## src/rtl/cmv300_sensor_emu.sv

```systemverilog
// CMV300 sensor emulator: transmit side of the CMV300 parallel pixel interface.
// Optional frame stamp in the first four pixels of row 0: define CMV_EMU_FRAME_STAMP_EN.
module cmv300_sensor_emu #(
    parameter int H_PIXELS   = 648,
    parameter int V_LINES    = 488,
    parameter int H_BLANK    = 16,
    parameter int FOT_CYCLES = 20
) (
    input  logic       i_clk,
    input  logic       i_rst_n,
    input  logic       i_sys_res,
    input  logic       i_frame_req,
    input  logic [1:0] i_pattern,
    output logic       o_clk_out,
    output logic [9:0] o_data,
    output logic       o_lval,
    output logic       o_dval,
    output logic       o_busy,
    output logic       o_frame_done
);

    localparam int COL_W = $clog2(H_PIXELS + 1);
    localparam int ROW_W = $clog2(V_LINES + 1);
    localparam int FOT_W = $clog2(FOT_CYCLES + 1);
    localparam int BLK_W = (H_BLANK > 0) ? $clog2(H_BLANK + 1) : 1;

    localparam logic [COL_W-1:0] COL_LAST = COL_W'(H_PIXELS - 1);
    localparam logic [ROW_W-1:0] ROW_LAST = ROW_W'(V_LINES - 1);
    localparam logic [FOT_W-1:0] FOT_LAST = FOT_W'(FOT_CYCLES - 1);
    localparam logic [BLK_W-1:0] BLK_LAST = BLK_W'(H_BLANK - 1);

    localparam logic [2:0] S_RESET  = 3'd0;
    localparam logic [2:0] S_IDLE   = 3'd1;
    localparam logic [2:0] S_FOT    = 3'd2;
    localparam logic [2:0] S_LINE   = 3'd3;
    localparam logic [2:0] S_HBLANK = 3'd4;
    localparam logic [2:0] S_EOF    = 3'd5;

    logic [2:0]       state_reg, state_next;
    logic             pending_reg, pending_next;
    logic [1:0]       pattern_reg, pattern_next;
    logic [FOT_W-1:0] fot_cnt_reg, fot_cnt_next;
    logic [BLK_W-1:0] blank_cnt_reg, blank_cnt_next;
    logic [ROW_W-1:0] row_reg, row_next;
    logic [COL_W-1:0] col_reg, col_next;
    logic [9:0]       data_reg, data_next;
    logic             valid_reg, valid_next;
    logic             busy_reg, busy_next;
    logic             done_reg, done_next;
    logic             clk_out_reg;
    logic             tick;
    logic [9:0]       pixel;
    logic [31:0]      row_ext, col_ext, sum_ext;

`ifdef CMV_EMU_FRAME_STAMP_EN
    logic [31:0] frame_cnt_reg, frame_cnt_next;
    logic [7:0]  stamp_bytes [4];

    // Byte 0 is the most significant, so col 0 carries the MSB.
    generate
        for (genvar gi = 0; gi < 4; gi++) begin : g_stamp
            assign stamp_bytes[gi] = frame_cnt_reg[31-8*gi -: 8];
        end
    endgenerate
`endif

    // A tick is the i_clk edge on which o_clk_out rises.
    assign tick = ~clk_out_reg;

    always_comb begin
        row_ext = 32'(row_reg);
        col_ext = 32'(col_reg);
        sum_ext = row_ext + col_ext;
        case (pattern_reg)
            2'd0:    pixel = sum_ext[9:0];
            2'd1:    pixel = col_ext[9:0];
            2'd2:    pixel = row_ext[9:0];
            default: pixel = col_reg[0] ? 10'h155 : 10'h2AA;
        endcase
`ifdef CMV_EMU_FRAME_STAMP_EN
        if (row_reg == '0 && col_reg < COL_W'(4)) begin
            pixel = {stamp_bytes[col_reg[1:0]], 2'b00};
        end
`endif
    end

    always_comb begin
        state_next     = state_reg;
        pending_next   = pending_reg;
        pattern_next   = pattern_reg;
        fot_cnt_next   = fot_cnt_reg;
        blank_cnt_next = blank_cnt_reg;
        row_next       = row_reg;
        col_next       = col_reg;
        data_next      = data_reg;
        valid_next     = valid_reg;
        busy_next      = busy_reg;
        done_next      = 1'b0;
`ifdef CMV_EMU_FRAME_STAMP_EN
        frame_cnt_next = frame_cnt_reg;
`endif

        // One-deep request latch; acceptance and setting are mutually exclusive.
        if (i_frame_req && state_reg != S_RESET && !pending_reg) begin
            pending_next = 1'b1;
        end

        if (tick) begin
            valid_next = 1'b0;
            data_next  = '0;
            case (state_reg)
                S_RESET: state_next = S_IDLE;
                S_IDLE: begin
                    if (pending_reg) begin
                        pending_next = 1'b0;
                        pattern_next = i_pattern;
                        busy_next    = 1'b1;
                        fot_cnt_next = '0;
                        state_next   = S_FOT;
                    end
                end
                S_FOT: begin
                    if (fot_cnt_reg == FOT_LAST) begin
                        row_next   = '0;
                        col_next   = '0;
                        state_next = S_LINE;
                    end else begin
                        fot_cnt_next = fot_cnt_reg + FOT_W'(1);
                    end
                end
                S_LINE: begin
                    valid_next = 1'b1;
                    data_next  = pixel;
                    col_next   = col_reg + COL_W'(1);
                    if (col_reg == COL_LAST) begin
                        if (row_reg == ROW_LAST) begin
                            state_next = S_EOF;
                        end else if (H_BLANK == 0) begin
                            row_next = row_reg + ROW_W'(1);
                            col_next = '0;
                        end else begin
                            blank_cnt_next = '0;
                            state_next     = S_HBLANK;
                        end
                    end
                end
                S_HBLANK: begin
                    if (blank_cnt_reg == BLK_LAST) begin
                        row_next   = row_reg + ROW_W'(1);
                        col_next   = '0;
                        state_next = S_LINE;
                    end else begin
                        blank_cnt_next = blank_cnt_reg + BLK_W'(1);
                    end
                end
                S_EOF: begin
                    busy_next  = 1'b0;
                    done_next  = 1'b1;
                    state_next = S_IDLE;
`ifdef CMV_EMU_FRAME_STAMP_EN
                    frame_cnt_next = frame_cnt_reg + 32'd1;
`endif
                end
                default: state_next = S_RESET;
            endcase
        end

        // Sensor reset aborts on any i_clk, not only on ticks.
        if (!i_sys_res) begin
            state_next     = S_RESET;
            pending_next   = 1'b0;
            fot_cnt_next   = '0;
            blank_cnt_next = '0;
            row_next       = '0;
            col_next       = '0;
            data_next      = '0;
            valid_next     = 1'b0;
            busy_next      = 1'b0;
            done_next      = 1'b0;
`ifdef CMV_EMU_FRAME_STAMP_EN
            frame_cnt_next = '0;
`endif
        end
    end

    always_ff @(posedge i_clk or negedge i_rst_n) begin
        if (!i_rst_n) begin
            state_reg     <= S_RESET;
            pending_reg   <= 1'b0;
            pattern_reg   <= '0;
            fot_cnt_reg   <= '0;
            blank_cnt_reg <= '0;
            row_reg       <= '0;
            col_reg       <= '0;
            data_reg      <= '0;
            valid_reg     <= 1'b0;
            busy_reg      <= 1'b0;
            done_reg      <= 1'b0;
            clk_out_reg   <= 1'b0;
`ifdef CMV_EMU_FRAME_STAMP_EN
            frame_cnt_reg <= '0;
`endif
        end else begin
            state_reg     <= state_next;
            pending_reg   <= pending_next;
            pattern_reg   <= pattern_next;
            fot_cnt_reg   <= fot_cnt_next;
            blank_cnt_reg <= blank_cnt_next;
            row_reg       <= row_next;
            col_reg       <= col_next;
            data_reg      <= data_next;
            valid_reg     <= valid_next;
            busy_reg      <= busy_next;
            done_reg      <= done_next;
            clk_out_reg   <= ~clk_out_reg;
`ifdef CMV_EMU_FRAME_STAMP_EN
            frame_cnt_reg <= frame_cnt_next;
`endif
        end
    end

    assign o_clk_out    = clk_out_reg;
    assign o_data       = data_reg;
    assign o_lval       = valid_reg;
    assign o_dval       = valid_reg;
    assign o_busy       = busy_reg;
    assign o_frame_done = done_reg;

endmodule

```

## config.mk

```make
export PLATFORM = sky130hd
export DESIGN_NAME = cmv300_sensor_emu
export DESIGN_NICKNAME = d
export VERILOG_FILES = /design/src/rtl/cmv300_sensor_emu.sv
export SDC_FILE = /design/constraint.sdc
export NUM_CORES = 1
export LEC_CHECK = 0
export CAP_MARGIN = 40
export CORE_UTILIZATION = 66
export CTS_BUF_LIST = sky130_fd_sc_hd__clkbuf_2
export DETAILED_ROUTE_END_ITERATION = 6
export GPL_ROUTABILITY_DRIVEN = 0
export PLACE_DENSITY = 0.88
export SETUP_SLACK_MARGIN = 0.2
export SLEW_MARGIN = 40
export SYNTH_ARGS = -nofsm -noshare
export SYNTH_HDL_FRONTEND = slang
export SYNTH_SLANG_ARGS = --single-unit
```

## constraint.sdc

```tcl
create_clock -name i_clk -period 3.4 [get_ports i_clk]
set_input_delay 0.34 -clock i_clk [delete_from_list [all_inputs] [get_ports i_clk]]
set_output_delay 0.34 -clock i_clk [all_outputs]
set_load 0.05 [all_outputs]
```

# ---- Yosys cells after proc, flatten, opt, wreduce, memory -nomap -nowiden
# Cells that the tools add are included.
dict set report totals {
  elab_cells 105
  reg_bits 49
  input_bits 6
  output_inout_bits 15
}
dict set report op_classes {
  reduce_logical 14
  n_eq_ne 24
  add_sub_neg 5
  mux 49
  bitwise_logic 1
}
# cell n
set op_table {}
lappend op_table {{$mux W10} 8}
lappend op_table {{$pmux W10 S3} 2}
lappend op_table {{$mux W5} 9}
lappend op_table {{$mux W9} 4}
lappend op_table {{$ne A3 B3 Y1 const B} 7}
lappend op_table {{$pmux W5 S2} 2}
lappend op_table {{$mux W3} 6}
lappend op_table {{$pmux W9 S2} 1}
lappend op_table {{$mux W1} 15}
lappend op_table {{$pmux W3 S5} 1}
lappend op_table {{$ne A3 B1 Y1 const B} 4}
lappend op_table {{$reduce_and A4 Y1} 3}
lappend op_table {{$add A10 B1 Y10 const B} 1}
lappend op_table {{$add A5 B1 Y5 const B} 2}
lappend op_table {{$add A9 B10 Y10} 1}
lappend op_table {{$eq A10 B10 Y1 const B} 1}
lappend op_table {{$reduce_and A5 Y1} 2}
lappend op_table {{$add A9 B1 Y9 const B} 1}
lappend op_table {{$eq A9 B9 Y1 const B} 1}
lappend op_table {{$eq A3 B2 Y1 const B} 2}
lappend op_table {{$eq A3 B3 Y1 const B} 2}
lappend op_table {{$reduce_and A3 Y1} 2}
lappend op_table {{$eq A5 B4 Y1 const B} 1}
lappend op_table {{$eq A5 B5 Y1 const B} 1}
lappend op_table {{13 further kinds} 14}

# ---- Longest topological paths before layout
# Gate-level depths: netlist of run 1.
dict set report depth {
  word_depth 8
  mapped_depth 8
  depth_no_buf 8
}

# ---- Least setup slack after synthesis of run 1
# Ideal clock, no wire load.
dict set report synth_timing {
  path_type {reg-to-reg}
  start {register blank_cnt_reg[0]}
  end {register blank_cnt_reg[3]}
  setup_time_ns 0.092
  period_less_slack_ns 2.193
  n_path_buf 0
  setup_slack_ns 1.207
  arrival_ns 2.101
  path_stages_with_launch 9
  required_time_ns 3.308
  cell_sequence {dfrtp_1 ha_1 and3_1 ha_1 or4b_1 o21ai_1 a31oi_1 or2_1 o31ai_2}
}
dict set report synth_between {
  elab_chain_cells 5
  word_cells_on_any_way 8
  classes_between {add/sub (1); eq/ne (2); mux (4); reduce/logical (1)}
}
# element line_no
set synth_rtl {}
lappend synth_rtl {{start, declared} 43} ;# logic [BLK_W-1:0] blank_cnt_reg, blank_cnt_next;
lappend synth_rtl {{start signal, assigned} 208} ;# blank_cnt_reg <= blank_cnt_next;
lappend synth_rtl {{$add A5 B1 Y5} 153} ;# blank_cnt_next = blank_cnt_reg + BLK_W'(1);
lappend synth_rtl {{$mux W5} 148} ;# if (blank_cnt_reg == BLK_LAST) begin
lappend synth_rtl {{$pmux W5 S2} 111} ;# case (state_reg)
lappend synth_rtl {{$mux W5} 108} ;# if (tick) begin
lappend synth_rtl {{$mux W5} 169} ;# if (!i_sys_res) begin
# Parallel ways exist; a longest one is shown, timed or not. The select of a mux whose other input is x is not followed.
# A chain may end at the register's enable or synchronous reset.

# ---- Worst setup path after layout of run 1
# Ends and elaborated chain as after synthesis.

==> results.json, run 1 <==
{
  "overflow": 0,
  "clkSinkCount": 49,
  "setup_viol": 0,
  "crit_path_start_kind": "flop",
  "ys_types": 65,
  "yosys-top-cells-area": "dfrtp_1 38%, ha_1 5.4%, nand2_1 3.8%",
  "critPathMaxFanout": 8,
  "die_w_um": 71.9,
  "vias_per_cell": 6.38,
  "report.final.slew_viol_count": 0,
  "min_period_ns": 2.48,
  "netlist.top_cell.by_area": "dfrtp_1",
  "grt_pass1_wl_um": 12100,
  "criticalPathCategory": "flop to flop",
  "grt_usage": 0.304,
  "path_clk_slew_ns": 0.26,
  "post-synth-top-count-cell": "dfrtp_1",
  "timing.critical_path.slowest_stage_cell": "dfrtp_1",
  "p_sw_uw": 503,
  "crit_buf_inv": 0,
  "max-vdd-ir-drop_uv": 286,
  "synth-edff-count": 0,
  "post_cts_buffers": 0,
  "maxCapViolCount": 0,
  "synth_top_area_frac": 0.380,
  "critPathMostFrequentCell": "ha_1",
  "post-place-ws_ns": 0.845,
  "die-area_sq_mm": 0.00517,
  "drc": 0,
  "status": "completed",
  "fp.dieH_um": 71.9,
  "layout-drive-gt1-share": 0.0782,
  "synth_nets": 376,
  "synthArstFlopShare": 1.00,
  "wl_per_cell_um": 16.5,
  "setup_ws_ns": 0.923,
  "critical-path-max-stage-delay_ns": 0.46,
  "p_leak_nw": 1.52,
  "ys_seq_area_frac": 0.380,
  "clk_latency_ns": 0.44,
  "synthFlopType": "dfrtp_1",
  "row_count": 25,
  "via_count": 2794,
  "clock_power_share": 0.175,
  "grt_max_degree": 50,
  "core_area_sq_mm": 0.00472,
  "io_pins": 21,
  "final_antenna_net_count": 0,
  "finalHoldViolations": 0,
  "pwr_density_cell_mw_per_mm2": 381,
  "max_freq_mhz": 404,
  "tns_ns": 0,
  "cp_cell_sequence": "ha_1, and3_1, ha_1, or4b_1, o21ai_1, a31oi_1, or2_1, o31ai_2",
  "cts_buffers": 5,
  "io_buffer_count": 20,
  "seq_power_share": 0.538,
  "yosysWarnings": 0,
  "hold_class": "input pin to asynchronous set/reset pin",
  "drt-initial-drc-count": 202,
  "worst_pin_slew_ns": 0.764,
  "ys_ff_latch": 49,
  "syn_avg_cell_area_sq_um": 9.09,
  "cts_root_buffer": "clkbuf_2",
  "num_antenna_cells": 0,
  "rsz0062_at_grt": "false",
  "area_growth_pct": 8.80,
  "skew_ns": 0.0291,
  "crit_path_end_kind": "flop",
  "final_nets": 391,
  "critPathArrivalTime_ns": 2.83,
  "initial_core_util": 0.683,
  "internal_power_uw": 835,
  "required_ns": 3.76,
  "p_comb_frac": 0.287,
  "crit_family": "simple AND/OR/NAND/NOR gates",
  "syn_inst": 355,
  "synth_top_cells_by_count": "49 x dfrtp_1, 33 x nand2_1, 19 x o21ai_1, 18 x nand3_1, 18 x nor2_1",
  "firstDrtPassIters": 4,
  "place_hpwl_um": 5300,
  "switching_share": 0.376,
  "first_global_vias": 2609,
  "wl_um": 7220,
  "fin_crit_sh": 0.728,
  "mappedNetlistArea_sq_mm": 0.00323,
  "slew_headroom": 0.491,
  "htreeDepth": 2,
  "cts_buffer_depth": 2,
  "antenna_found_initial": 0,
  "cts_tree": "done"
}
worst paths after layout:
path | depth (start not counted) | end | start | slack, ns
setup / recovery | 8 | blank_cnt_reg[3]$_DFFE_PN0P_ | blank_cnt_reg[0]$_DFFE_PN0P_ | 0.92
hold / removal | 2 | o_data[5]$_DFFE_PN0N_ | i_rst_n | 0.40
setup reg to reg | 8 | blank_cnt_reg[3]$_DFFE_PN0P_ | blank_cnt_reg[0]$_DFFE_PN0P_ | 0.92
hold reg to reg | 1 | fot_cnt_reg[0]$_DFFE_PN0P_ | fot_cnt_reg[0]$_DFFE_PN0P_ | 0.51
max in group asynchronous | 2 | state_reg[2]$_DFFE_PN0P_ | i_rst_n | 2.55
min in group i_clk | 2 | pattern_reg[1]$_DFFE_PN0P_ | i_pattern[1] | 0.49
kinds of logic (layout without fill, tap and decap cells):
group / count (synthesis) / count (layout) / synth area share
mux: 14 / 14 / 0.0577
flops: 49 / 49 / 0.380
xor+xnor: 5 / 5 / 0.0136
compound gates: 95 / 95 / 0.191
buf+inv: 33 / 49 / 0.0430
simple gates: 144 / 144 / 0.255
fa+ha+maj: 15 / 15 / 0.0605
repair_timing:
item,CTS,global route
resized for setup,0,0
hold buffers,1,0
endpoints found under the hold margin,49,0
through the flow:
stage	instances	area, sq um	total power, mW	util	hold WS (ns)
floorplan	355	3230	1.01	-	0.0444
global placement	429	3460	1.10	0.733	0.464
detailed placement	429	3460	1.11	0.734	0.400
CTS	438	3510	1.34	0.744	0.429
global route	438	3510	1.41	0.744	0.443
finish	438	3510	1.34	0.744	0.401
layer usage:
metal,share of wire,up-vias,track usage
li1,-,1347,-
met1,0.43,1339,0.388
met2,0.50,94,0.535
met3,0.053,14,0.0444
met4,0.018,0,0.102
met5,0,-,0
power by group through the flow:
| stage | registers [mW] | logic (mW) | clock network [mW] |
|---|---|---|---|
| 2_1_floorplan | 0.694 | 0.313 | 0 |
| 4_1_cts | 0.719 | 0.384 | 0.239 |
| 3_3_place_gp | 0.728 | 0.368 | 0 |
| 3_5_place_dp | 0.730 | 0.381 | 0 |
| 5_1_grt | 0.734 | 0.419 | 0.261 |
| 6_report | 0.720 | 0.384 | 0.234 |
placed cells by master, fill, tap and decap left out, types with 4 or more instances in the layout:
cell and n:
a21oi_1 13, o21ai_1 19, o21ai_0 17, nand3_1 18, ha_1 14, clkdlybuf4s50_1 19
dfrtp_1 49, o2111ai_1 4, o21a_1 5, and2_1 8, xor2_1 4, nand4_1 7
o31ai_1 6, clkbuf_2 5, nand2_1 33, nor2_1 18, nor3_1 9, a31oi_1 9
a22o_1 4, inv_1 15, nand2b_1 9, mux2_2 6, buf_4 6, mux2i_1 4
and3_1 12
area by class of cell:
type | count | area, sq um
fillers | 353 | 1210
multi-input cells | 273 | 1860
well taps | 67 | 83.8
inverters | 15 | 56.3
repair buffers | 26 | 245
flip-flops and latches | 49 | 1230
clock inverters | 3 | 12.5
clock buffers | 5 | 25.0
Power figures use the tool's default switching activity.
==> run 2: changes to the inputs <==
--- a/config.mk
+++ b/config.mk
@@ -6,11 +6,11 @@
 export NUM_CORES = 1
 export LEC_CHECK = 0
 export CAP_MARGIN = 40
-export CORE_UTILIZATION = 66
+export CORE_UTILIZATION = 62
 export CTS_BUF_LIST = sky130_fd_sc_hd__clkbuf_2
 export DETAILED_ROUTE_END_ITERATION = 6
 export GPL_ROUTABILITY_DRIVEN = 0
-export PLACE_DENSITY = 0.88
+export PLACE_DENSITY = 0.83
 export SETUP_SLACK_MARGIN = 0.2
 export SLEW_MARGIN = 40
 export SYNTH_ARGS = -nofsm -noshare
==> constraint.sdc (replaced) <==
create_clock -name i_clk -period 2.6 [get_ports i_clk]
set_input_delay 0.26 -clock i_clk [delete_from_list [all_inputs] [get_ports i_clk]]
set_output_delay 0.26 -clock i_clk [all_outputs]
set_load 0.05 [all_outputs]
==> results.json, run 2 (synthesized netlist as in run 1, its figures left out) <==
{
  "clkSinkCount": 49,
  "first_global_vias": 2601,
  "cts_buffer_depth": 2,
  "layout-drive-gt1-share": 0.119,
  "setup_ws_ns": 0.274,
  "area_growth_pct": 11.4,
  "grt_max_degree": 34,
  "place_hpwl_um": 5640,
  "worst_pin_slew_ns": 0.512,
  "criticalPathCategory": "flop to flop",
  "p_leak_nw": 1.56,
  "critPathMaxFanout": 8,
  "vias_per_cell": 6.38,
  "htreeDepth": 2,
  "wl_per_cell_um": 16.9,
  "post_cts_buffers": 0,
  "via_count": 2845,
  "die-area_sq_mm": 0.00550,
  "path_clk_slew_ns": 0.25,
  "io_pins": 21,
  "cts_tree": "done",
  "drt-initial-drc-count": 249,
  "slew_headroom": 0.657,
  "drc": 0,
  "rsz0062_at_grt": "true",
  "post-place-ws_ns": 0.234,
  "met1_usage": 0.428,
  "pwr_density_cell_mw_per_mm2": 494,
  "wl_um": 7530,
  "use_met3": 0.0637,
  "crit_path_start_kind": "flop",
  "final_common_cell": "dfrtp_1",
  "busiest_layer": "met2",
  "max-vdd-ir-drop_uv": 346,
  "crit_path_end_kind": "flop",
  "setup_viol": 0,
  "io_buffer_count": 20,
  "row_count": 25,
  "fin_crit_sh": 0.894,
  "status": "completed",
  "multiInputGateArea_sq_mm": 0.00188,
  "grt_pass1_wl_um": 12200,
  "grt_usage": 0.296,
  "firstDrtPassIters": 5,
  "overflow": 0,
  "num_antenna_cells": 0,
  "seq_area_sq_mm": 0.00123,
  "cts_root_buffer": "clkbuf_2",
  "report.final.slew_viol_count": 0,
  "antenna_found_initial": 0,
  "fp.dieH_um": 74.2,
  "core_area_sq_mm": 0.00488,
  "tns_ns": 0,
  "layout_common_cells": "48 x dfrtp_1, 33 x nand2_1, 19 x clkdlybuf4s50_1",
  "required_ns": 2.96,
  "die_w_um": 74.2,
  "hold_class": "input pin to asynchronous set/reset pin",
  "use_met2": 0.437,
  "critPathArrivalTime_ns": 2.69,
  "finalHoldViolations": 0,
  "initial_core_util": 0.662,
  "skew_ns": 0.0101,
  "fill_cells": 370,
  "final_nets": 399,
  "max_freq_mhz": 430,
  "cts_buffers": 5,
  "maxCapViolCount": 0,
  "final_antenna_net_count": 0,
  "min_period_ns": 2.33,
  "clk_latency_ns": 0.43
}
-- run 2: changes by cell type in the layout (fill, tap and decap cells not counted), sizes merged --
cell,previous run,this run
buf,6,14
-- run 2: where the power goes --
group | leakage (nW) | total (mW) | internal [mW] | switching (mW)
Sequential | 0.669 | 0.916 | 0.816 | 0.100
Clock | 0.0304 | 0.314 | 0.0640 | 0.250
Combinational | 0.861 | 0.547 | 0.237 | 0.310
Total | 1.56 | 1.78 | 1.12 | 0.660
-- run 2: repair_timing --
| item | CTS | global route |
|---|---|---|
| endpoints found under the setup margin | 0 | 4 |
| hold buffers | 1 | 0 |
| resized for setup | 0 | 7 |
| hold endpoints to repair | 16 | 0 |
-- run 2: critical path, stage by stage (launching register included) --
cell and delay [ns]:
dfrtp_1 0.47, ha_2 0.20, and3_1 0.18, ha_2 0.19
or4b_4 0.49, o21ai_2 0.16, a31oi_2 0.11, or2_4 0.31
o31ai_2 0.16
-- run 2: stage by stage --
step                 util  instances  cell area (sq um)  hold slack [ns]  total power, mW
finish              0.737        446               3600            0.223             1.78
global route        0.737        446               3600            0.265             1.87
CTS                 0.733        446               3570            0.232             1.77
detailed placement  0.722        437               3520            0.205             1.46
global placement    0.722        437               3520            0.198             1.45
floorplan               -        355               3230          -0.0356             1.32
-- run 2: worst paths after layout --
path	from	to	slack, ns	depth (start not counted)
hold reg to reg	blank_cnt_reg[3]$_DFFE_PN0P_	blank_cnt_reg[3]$_DFFE_PN0P_	0.51	1
setup / recovery	blank_cnt_reg[0]$_DFFE_PN0P_	blank_cnt_reg[3]$_DFFE_PN0P_	0.27	8
setup reg to reg	blank_cnt_reg[0]$_DFFE_PN0P_	blank_cnt_reg[3]$_DFFE_PN0P_	0.27	8
min in group i_clk	i_frame_req	pending_reg$_DFF_PN0_	0.40	3
hold / removal	i_rst_n	o_data[8]$_DFFE_PN0N_	0.22	2
max in group asynchronous	i_rst_n	state_reg[1]$_DFFE_PN0P_	1.63	3
-- run 2: metal layers --
| metal | up-vias | wire length, um |
|---|---|---|
| li1 | 1364 | - |
| met1 | 1372 | 3570 |
| met2 | 94 | 3370 |
| met3 | 15 | 440 |
| met4 | 0 | 145 |
| met5 | - | 0 |
-- run 2: area by class of cell --
type | count | share of cell area
Multi-Input combinational cell | 273 | 0.524
Inverter | 15 | 0.0157
Sequential cell | 49 | 0.341
Clock buffer | 5 | 0.00696
Timing Repair Buffer | 34 | 0.0842
Tap cell | 67 | 0.0233
Clock inverter | 3 | 0.00487
==> run 3: changes to the inputs <==
--- a/config.mk
+++ b/config.mk
@@ -6,6 +6,7 @@
 export NUM_CORES = 1
 export LEC_CHECK = 0
 export CAP_MARGIN = 40
+export CORE_MARGIN = 1
 export CORE_UTILIZATION = 62
 export CTS_BUF_LIST = sky130_fd_sc_hd__clkbuf_2
 export DETAILED_ROUTE_END_ITERATION = 6
==> results of run 3 <==
No change in the layout: final DEF, timing and power equal those of run 2.
